## config.mk

```make
export PLATFORM = sky130hd
export DESIGN_NAME = temp_ascii_sequencer
export DESIGN_NICKNAME = d
export VERILOG_FILES = /design/src/rtl/temp_fmt_pkg.sv /design/src/rtl/bcd_iter_engine.sv /design/src/rtl/temp_ascii_sequencer.sv
export SDC_FILE = /design/constraint.sdc
export NUM_CORES = 1
export LEC_CHECK = 0
export ABC_AREA = 1
export CORE_MARGIN = 10
export CORE_UTILIZATION = 64
export CTS_BUF_LIST = sky130_fd_sc_hd__clkbuf_16
export DETAILED_ROUTE_END_ITERATION = 12
export DONT_BUFFER_PORTS = 1
export GPL_TIMING_DRIVEN = 0
export PLACE_DENSITY = 0.82
export SYNTH_ARGS = -nofsm -noshare
export SYNTH_HDL_FRONTEND = slang
export SYNTH_SLANG_ARGS = --single-unit
export TNS_END_PERCENT = 1
```

## constraint.sdc

```tcl
create_clock -name clk -period 2.4 [get_ports clk]
set_input_delay 0.48 -clock clk [delete_from_list [all_inputs] [get_ports clk]]
set_output_delay 0.48 -clock clk [all_outputs]
set_load 0.03 [all_outputs]
```

## src/rtl/temp_fmt_pkg.sv

```systemverilog
// Shared types and ASCII constants for the temperature-to-ASCII frame formatter.
package temp_fmt_pkg;

  typedef enum logic [1:0] {
    IDLE,
    CONVERT,
    EMIT
  } state_t;

  localparam logic [7:0] ASC_PLUS  = 8'h2B;
  localparam logic [7:0] ASC_MINUS = 8'h2D;
  localparam logic [7:0] ASC_DOT   = 8'h2E;
  localparam logic [7:0] ASC_ZERO  = 8'h30;
  localparam logic [7:0] ASC_CR    = 8'h0D;
  localparam logic [7:0] ASC_LF    = 8'h0A;

  function automatic logic [3:0] frame_len(input bit emit_crlf);
    return emit_crlf ? 4'd8 : 4'd6;
  endfunction

endpackage

```

## src/rtl/bcd_iter_engine.sv

```systemverilog
// Iterative shift-add-3 binary-to-BCD converter: 9-bit input, one bit per clock, 9 clocks.
module bcd_iter_engine (
  input  logic        clk,
  input  logic        rst,
  input  logic        load,
  input  logic [8:0]  bin,
  output logic [11:0] bcd,
  output logic        done
);

  logic [8:0]  bin_q, bin_d;
  logic [11:0] bcd_q, bcd_d;
  logic [3:0]  cnt_q, cnt_d;
  logic        active_q, active_d;
  logic [11:0] bcd_adj;

  function automatic logic [3:0] add3(input logic [3:0] nib);
    return (nib >= 4'd5) ? nib + 4'd3 : nib;
  endfunction

  always_ff @(posedge clk) begin
    if (rst) begin
      bin_q    <= '0;
      bcd_q    <= '0;
      cnt_q    <= '0;
      active_q <= 1'b0;
    end else begin
      bin_q    <= bin_d;
      bcd_q    <= bcd_d;
      cnt_q    <= cnt_d;
      active_q <= active_d;
    end
  end

  always_comb begin
    bcd_adj  = {add3(bcd_q[11:8]), add3(bcd_q[7:4]), add3(bcd_q[3:0])};
    bin_d    = bin_q;
    bcd_d    = bcd_q;
    cnt_d    = cnt_q;
    active_d = active_q;
    if (load) begin
      bin_d    = bin;
      bcd_d    = '0;
      cnt_d    = '0;
      active_d = 1'b1;
    end else if (active_q) begin
      // Adjust first, then shift the next binary MSB into the BCD LSB.
      bcd_d = {bcd_adj[10:0], bin_q[8]};
      bin_d = {bin_q[7:0], 1'b0};
      cnt_d = cnt_q + 4'd1;
      if (cnt_q == 4'd8) begin
        active_d = 1'b0;
      end
    end
  end

  assign bcd  = bcd_q;
  assign done = active_q && (cnt_q == 4'd8);

endmodule

```

## src/rtl/temp_ascii_sequencer.sv

```systemverilog
// Formats a 13-bit ADT7420 temperature word into an ASCII frame like "+025.5\r\n"
// with valid/ready handshakes towards the I2C reader and the UART.
module temp_ascii_sequencer
  import temp_fmt_pkg::*;
#(
  parameter bit EMIT_CRLF = 1'b1
) (
  input  logic        clk,
  input  logic        rst,
  input  logic [12:0] temp_raw,
  input  logic        in_valid,
  output logic        in_ready,
  output logic [7:0]  tx_data,
  output logic        tx_valid,
  input  logic        tx_ready,
  output logic        busy,
  output logic        frame_done
);

  localparam logic [3:0] FrameLen = frame_len(EMIT_CRLF);
  localparam logic [2:0] LastIdx  = 3'(FrameLen - 4'd1);

  state_t      state_q, state_d;
  logic        sign_q, sign_d;
  logic [3:0]  tenths_q, tenths_d;
  logic [2:0]  idx_q, idx_d;
  logic [7:0]  tx_data_q, tx_data_d;
  logic        tx_valid_q, tx_valid_d;

  logic [12:0] mag;
  logic [7:0]  tenths_prod;
  logic        accept;
  logic        hs;
  logic        last_hs;
  logic        eng_load;
  logic [11:0] eng_bcd;
  logic        eng_done;

  function automatic logic [7:0] byte_at(input logic [2:0]  idx,
                                         input logic        sign,
                                         input logic [11:0] bcd,
                                         input logic [3:0]  tenths);
    logic [7:0] b;
    case (idx)
      3'd0:    b = sign ? ASC_MINUS : ASC_PLUS;
      3'd1:    b = ASC_ZERO + {4'd0, bcd[11:8]};
      3'd2:    b = ASC_ZERO + {4'd0, bcd[7:4]};
      3'd3:    b = ASC_ZERO + {4'd0, bcd[3:0]};
      3'd4:    b = ASC_DOT;
      3'd5:    b = ASC_ZERO + {4'd0, tenths};
      3'd6:    b = ASC_CR;
      default: b = ASC_LF;
    endcase
    return b;
  endfunction

  // 13'h1000 negates to itself, which read as unsigned is the wanted 4096.
  assign mag         = temp_raw[12] ? (~temp_raw + 13'd1) : temp_raw;
  assign tenths_prod = {4'd0, mag[3:0]} * 8'd10;
  assign accept      = in_valid && (state_q == IDLE);
  assign hs          = tx_valid_q && tx_ready;
  assign last_hs     = (state_q == EMIT) && hs && (idx_q == LastIdx);
  assign eng_load    = accept;

  bcd_iter_engine u_bcd (
    .clk  (clk),
    .rst  (rst),
    .load (eng_load),
    .bin  (mag[12:4]),
    .bcd  (eng_bcd),
    .done (eng_done)
  );

  always_ff @(posedge clk) begin
    if (rst) begin
      state_q <= IDLE;
    end else begin
      state_q <= state_d;
    end
  end

  always_comb begin
    state_d = state_q;
    unique case (state_q)
      IDLE:    if (in_valid) state_d = CONVERT;
      CONVERT: if (eng_done) state_d = EMIT;
      EMIT:    if (last_hs)  state_d = IDLE;
      default: state_d = IDLE;
    endcase
  end

  always_comb begin
    in_ready   = (state_q == IDLE);
    busy       = (state_q != IDLE);
    frame_done = last_hs;
    tx_valid   = tx_valid_q;
    tx_data    = tx_data_q;
  end

  always_ff @(posedge clk) begin
    if (rst) begin
      sign_q     <= 1'b0;
      tenths_q   <= '0;
      idx_q      <= '0;
      tx_data_q  <= '0;
      tx_valid_q <= 1'b0;
    end else begin
      sign_q     <= sign_d;
      tenths_q   <= tenths_d;
      idx_q      <= idx_d;
      tx_data_q  <= tx_data_d;
      tx_valid_q <= tx_valid_d;
    end
  end

  always_comb begin
    sign_d     = sign_q;
    tenths_d   = tenths_q;
    idx_d      = idx_q;
    tx_data_d  = tx_data_q;
    tx_valid_d = tx_valid_q;
    if (accept) begin
      sign_d   = temp_raw[12];
      tenths_d = tenths_prod[7:4];
      idx_d    = '0;
    end else if (state_q == EMIT) begin
      // First EMIT cycle loads byte 0; this is what fixes the 10-edge latency.
      if (!tx_valid_q) begin
        tx_valid_d = 1'b1;
        tx_data_d  = byte_at(idx_q, sign_q, eng_bcd, tenths_q);
      end else if (hs) begin
        if (idx_q == LastIdx) begin
          tx_valid_d = 1'b0;
        end else begin
          idx_d     = idx_q + 3'd1;
          tx_data_d = byte_at(idx_q + 3'd1, sign_q, eng_bcd, tenths_q);
        end
      end
    end
  end

endmodule

```

* Word-level counts from Yosys, hierarchy flattened *
Index checks and enable logic that the tools add are counted.

storage, ports and cells
  input bits = 17
  register bits after elaboration = 45
  output and inout port bits = 12

cells by class
  $add $sub $neg = 10
  reductions and logical operators = 15
  multiplexer cells = 22
  multiply operators = 1
  bitwise logic cells = 3
  $lt $le $gt $ge = 3
  equal/unequal tests = 21

operator list
  cell                     number
  $pmux W7 S7              2
  $add A6 B4 Y7 const A    4
  $mux W8                  3
  $eq A3 B3 Y1 const B     7
  $mux W9                  2
  $add A13 B1 Y13 const B  1
  $mux W13                 1
  $not A13 Y13             1
  $eq A3 B2 Y1 const B     4
  $ge A4 B3 Y1 const B     3
  $add A4 B2 Y4 const B    2
  $mux W4                  2
  $ne A2 B2 Y1 const B     4
  $reduce_and A4 Y1        2
  $mul A4 B3 Y7 const B    1
  $eq A3 B1 Y1 const B     2
  $logic_not A3 Y1         2
  $mux W1                  6
  $mux W2                  3
  $mux W3                  2
  $pmux W2 S3              1
  $logic_and A1 B1 Y1      5
  $add A4 B1 Y4 const B    1
  $eq A4 B4 Y1 const B     1
  other kinds (11)         13

* Logic depth before layout (Yosys ltp) *
  word-level depth = 6
  depth in mapped cells = 13

* Cells and area by module *
Synthesis repeated with hierarchy kept, for this count alone.

second synthesis, totals
  cell total of the unflattened synthesis = 465
  area total of the unflattened synthesis = 3,020.4 um^2

modules (own cells, without submodules)
  module                cells each  area an instance (um^2)  instances
  temp_ascii_sequencer  280         1,666.6                  1
  bcd_iter_engine       185         1,353.8                  1

* Least setup slack after synthesis *
Ideal clock, no wire load.

  kind = input-to-reg
  start point = input port temp_raw[0]
  end point = register tenths_q[2]
  data arrival time = 2,053 ps
  path slack = 278 ps
  stages on the path = 10
  data required time = 2,331 ps
  cells stage by stage = inv_1 -> ha_1 -> nand2_1 -> o21ai_0 -> ha_1 -> ha_1 -> inv_1 -> fa_1 -> xor2_1 -> o21ai_1

on the way
  longest elaborated chain between the ends = 4

RTL lines
  element                 RTL line                     source
  start: declaration      temp_ascii_sequencer.sv:10   input logic [12:0] temp_raw,
  $not A13 Y13            temp_ascii_sequencer.sv:58   assign mag = temp_raw[12] ? (~temp_raw + 13'd1) : temp_raw;
  $add A13 B1 Y13         temp_ascii_sequencer.sv:58
  $mux W13 (*)            temp_ascii_sequencer.sv:58
  $mul A4 B3 Y7 (*)       temp_ascii_sequencer.sv:59   assign tenths_prod = {4'd0, mag[3:0]} * 8'd10;
  end signal: assignment  temp_ascii_sequencer.sv:109  tenths_q <= tenths_d;
  end: declaration        temp_ascii_sequencer.sv:25   logic [3:0] tenths_q, tenths_d;

Mark *: on every way between the ends. The rest lies on a longest branch, timed or not.
A chain may end at the register's enable or synchronous reset.

* Final worst setup path *
  start point = register idx_q[1]
  end point = output port frame_done

on the way
  longest elaborated chain between the ends = 2

RTL lines
  element                   RTL line                     source
  start: declaration        temp_ascii_sequencer.sv:26   logic [2:0] idx_q, idx_d;
  start signal: assignment  temp_ascii_sequencer.sv:110  idx_q <= idx_d;
  $eq A3 B3 Y1              temp_ascii_sequencer.sv:62   assign last_hs = (state_q == EMIT) && hs && (idx_q == LastIdx);
  $logic_and A1 B1 Y1       temp_ascii_sequencer.sv:62
  end: declaration          temp_ascii_sequencer.sv:17   output logic frame_done

No other way between the ends.

==> out/results.txt <==
Cells after synthesis: 474
Initial antenna violation count: 0
GRT Total Usage: 0.206
DIE WIDTH: 89.1 um
Bufs on Longest Clock Path: 2
Clock network power share: 0.388
Postcts setup bufs: 0
Worst-Margin Slew: 519 ps
ANT cells: 0
Post-Synthesis Cell Area: 0.00306 mm2
Vias post-DR: 2,933
Seq pwr share: 0.428
Run status: complete, no violations
Int Power: 1370 uW
CP Launch Type: flop
CP arrival: 1680 ps
Initial Utilization: 0.656
Met2 WL: 3.82 mm
Most common cell after layout, fill and taps aside: nand2_1
Logic pwr share: 0.184
DRC Markers: 0
Psw: 573 uW
Largest net degree at the start of global routing: 14
Worst hold path type: in2reg
I/O pins: 29
Routed len/inst: 14.0 um
Clk sinks: 43
Post-Route M1 WL: 3.15 mm
Later-pin clock latency in the skew report: 280 ps
Clock transition at path regs: 60 ps
Yosys top cell area share: 0.282
Drt via density: 5.47
Setup CP Type: reg2out
Vias in the first global route: 2,926
F_max: 0.463 GHz
Total CTS buffers: 5
Leakage: 0.00159 uW
PostCTS Resize Cnt: 0
Setup WS pre-CTS: 181 ps
Final Wtd Congestion: 0.978
Final Skew: 4.08 ps
Yosys top cell by area: dfxtp_1
Post-route antenna net violation count: 0
Fillers: 431
Crit. End Element: output pin
Seq. cell area: 861 um2
WHS Endpoint: u_bcd.bin_q[6]
Count of different cell masters after synthesis: 40
Area growth, synth to finish: 7.86%
Multi-input gate area: 0.00186 mm2
CTS tree: yes
FP Rows: 25
Commonest non-fill, non-tap cells in the layout: nand2_1 (127), inv_1 (63), nor2_1 (46)
Tmin final: 2160 ps
Max transition margin: 0.654
Sw Ratio: 0.295
Max Cap Violations: 0
Die height: 89.1 um
Die Area: 0.00794 mm2
H-tree Lvls: 2
Worst r2r src: idx_q[0]
Hold depth: 1
Top sig layer: met4
Core region area: 0.00466 mm2
Cell Pwr Density: 589 mW/mm2
Core Util, Final: 0.707
Synth area leaders: dfxtp_1 (28%), nand2_1 (16%), inv_1 (7.7%)
Setup TNS: 0 ps
VDD IR-drop max: 0.000311 V
Share of cells above drive strength 1: 0.0892
Finish-stage setup viols: 0
Worst EP required: 1920 ps
DRT Wirelength: 7.50 mm
1st-iter DRT viols: 205
Final WS setup: 242 ps
Reg2Reg Depth: 9
Hold Crit Start: rst
Crit path max fanout: 8
Drt first pass iters: 5
Hold Fails Final Rpt: 0
Post-layout nets: 518
CTS root buffer: clkbuf_16
Reg2reg end: tx_data[0]
Yosys warning count: 0
Crit share post-route: 0.899
IO Port Bufs: 0
Sequential share of the synthesized area: 0.282
R2R setup slack: 570 ps
Synthesized area per cell: 6.45 um2
Post-CTS Hold Fix Bufs: 0
First-pass GRT wire length: 13.1 mm
DR WL met3: 429 um
Fin. max-slew vios: 0
RSZ-0062 raised after global routing: no
Remaining Overflow, GRT: 0
DP HPWL: 5.82 mm
FF+latch count, synth: 43
Hold_ws: 258 ps
## synth_stat cells
| library cell | count |
|---|---|
| nand2_1 | 127 |
| inv_1 | 63 |
| nor2_1 | 46 |
| dfxtp_1 | 43 |
| a21oi_1 | 38 |
| o21ai_0 | 37 |
| nand3_1 | 34 |
| ha_1 | 18 |
| xor2_1 | 7 |
| buf_4 | 5 |
| clkbuf_1 | 5 |
| nand2_4 | 5 |
| buf_2 | 4 |
| a21oi_2 | 3 |
| inv_2 | 3 |
| nand2_2 | 3 |
| nand3_2 | 2 |
| nand4_1 | 2 |
| nor2_2 | 2 |
| nor2_4 | 2 |
| nor3_1 | 2 |
| nor3_2 | 2 |
| nor4_1 | 2 |
| o211ai_1 | 2 |
| o21ai_1 | 2 |
| a211oi_1 | 1 |
| a21oi_4 | 1 |
| a22o_1 | 1 |
| a31oi_1 | 1 |
| and3_1 | 1 |
| buf_8 | 1 |
| clkbuf_2 | 1 |
| conb_1 | 1 |
| fa_1 | 1 |
| nand3b_1 | 1 |
| nor3_4 | 1 |
| o211a_1 | 1 |
| o21bai_1 | 1 |
| or2_0 | 1 |
| xor2_2 | 1 |
## state kept, by name, summed over array words and instances (netlist names)
register / count
idx_q: 3
sign_q: 1
state_q: 2
tenths_q: 4
tx_data: 6
tx_valid: 1
u_bcd.active_q: 1
u_bcd.bcd: 12
u_bcd.bin_q: 9
u_bcd.cnt_q: 4
## critical path, stage by stage (launching register included)
cell     delay (ps)
dfxtp_1         470
ha_1            390
nand2_4         110
nor3_4          430
## how the worst max path moves through the flow
stage                      from  slack, ps  cells past startpoint           to
floorplan           temp_raw[0]        280                     10  tenths_q[2]
global placement    temp_raw[0]        200                     10  tenths_q[2]
detailed placement  temp_raw[0]        180                      9  tenths_q[1]
CTS                    idx_q[1]        100                      3   frame_done
global route           idx_q[1]        130                      3   frame_done
finish                 idx_q[1]        240                      3   frame_done
## per-layer routing
layer,global-route usage,vias up
met1,0.236,1323
met3,0.0365,12
li1,-,1520
met4,0.0708,0
met5,0,-
met2,0.371,78
## cell type report
class,instances,share of cell area
clock buffers,5,0.0380
flip-flops and latches,43,0.261
inverters,66,0.0752
well taps,54,0.0205
multi-input cells,350,0.565
clock inverters,2,0.0114
plain buffers,16,0.0292
## per-stage QoR
step                      area (um2)  total power [uW]  std cells
after floorplan                 3060              1120        475
after global placement          3130              1190        529
after detailed placement        3130              1200        529
after CTS                       3290              1950        536
after global routing            3300              2040        536
final                           3300              1940        536
## power by group through the flow
stage	combinational (uW)	clock, uW	sequential [uW]
global placement	343	0	843
detailed placement	354	0	846
CTS	356	763	830
floorplan	284	0	832
global route	411	792	837
finish	358	753	830
## cell families (layout without fill, tap and decap cells)
logic type	count (synthesis)	after routing	share of synthesized area
adder cells (fa/ha/maj)	19	19	0.0803
buffers and inverters	82	89	0.113
AO/OA/AOI/OAI	88	88	0.158
XOR/XNOR	8	8	0.0254
flip-flops	43	43	0.282
other	1	2	0.00123
AND/OR/NAND/NOR	233	233	0.341
(Power assumes the default switching activity.)
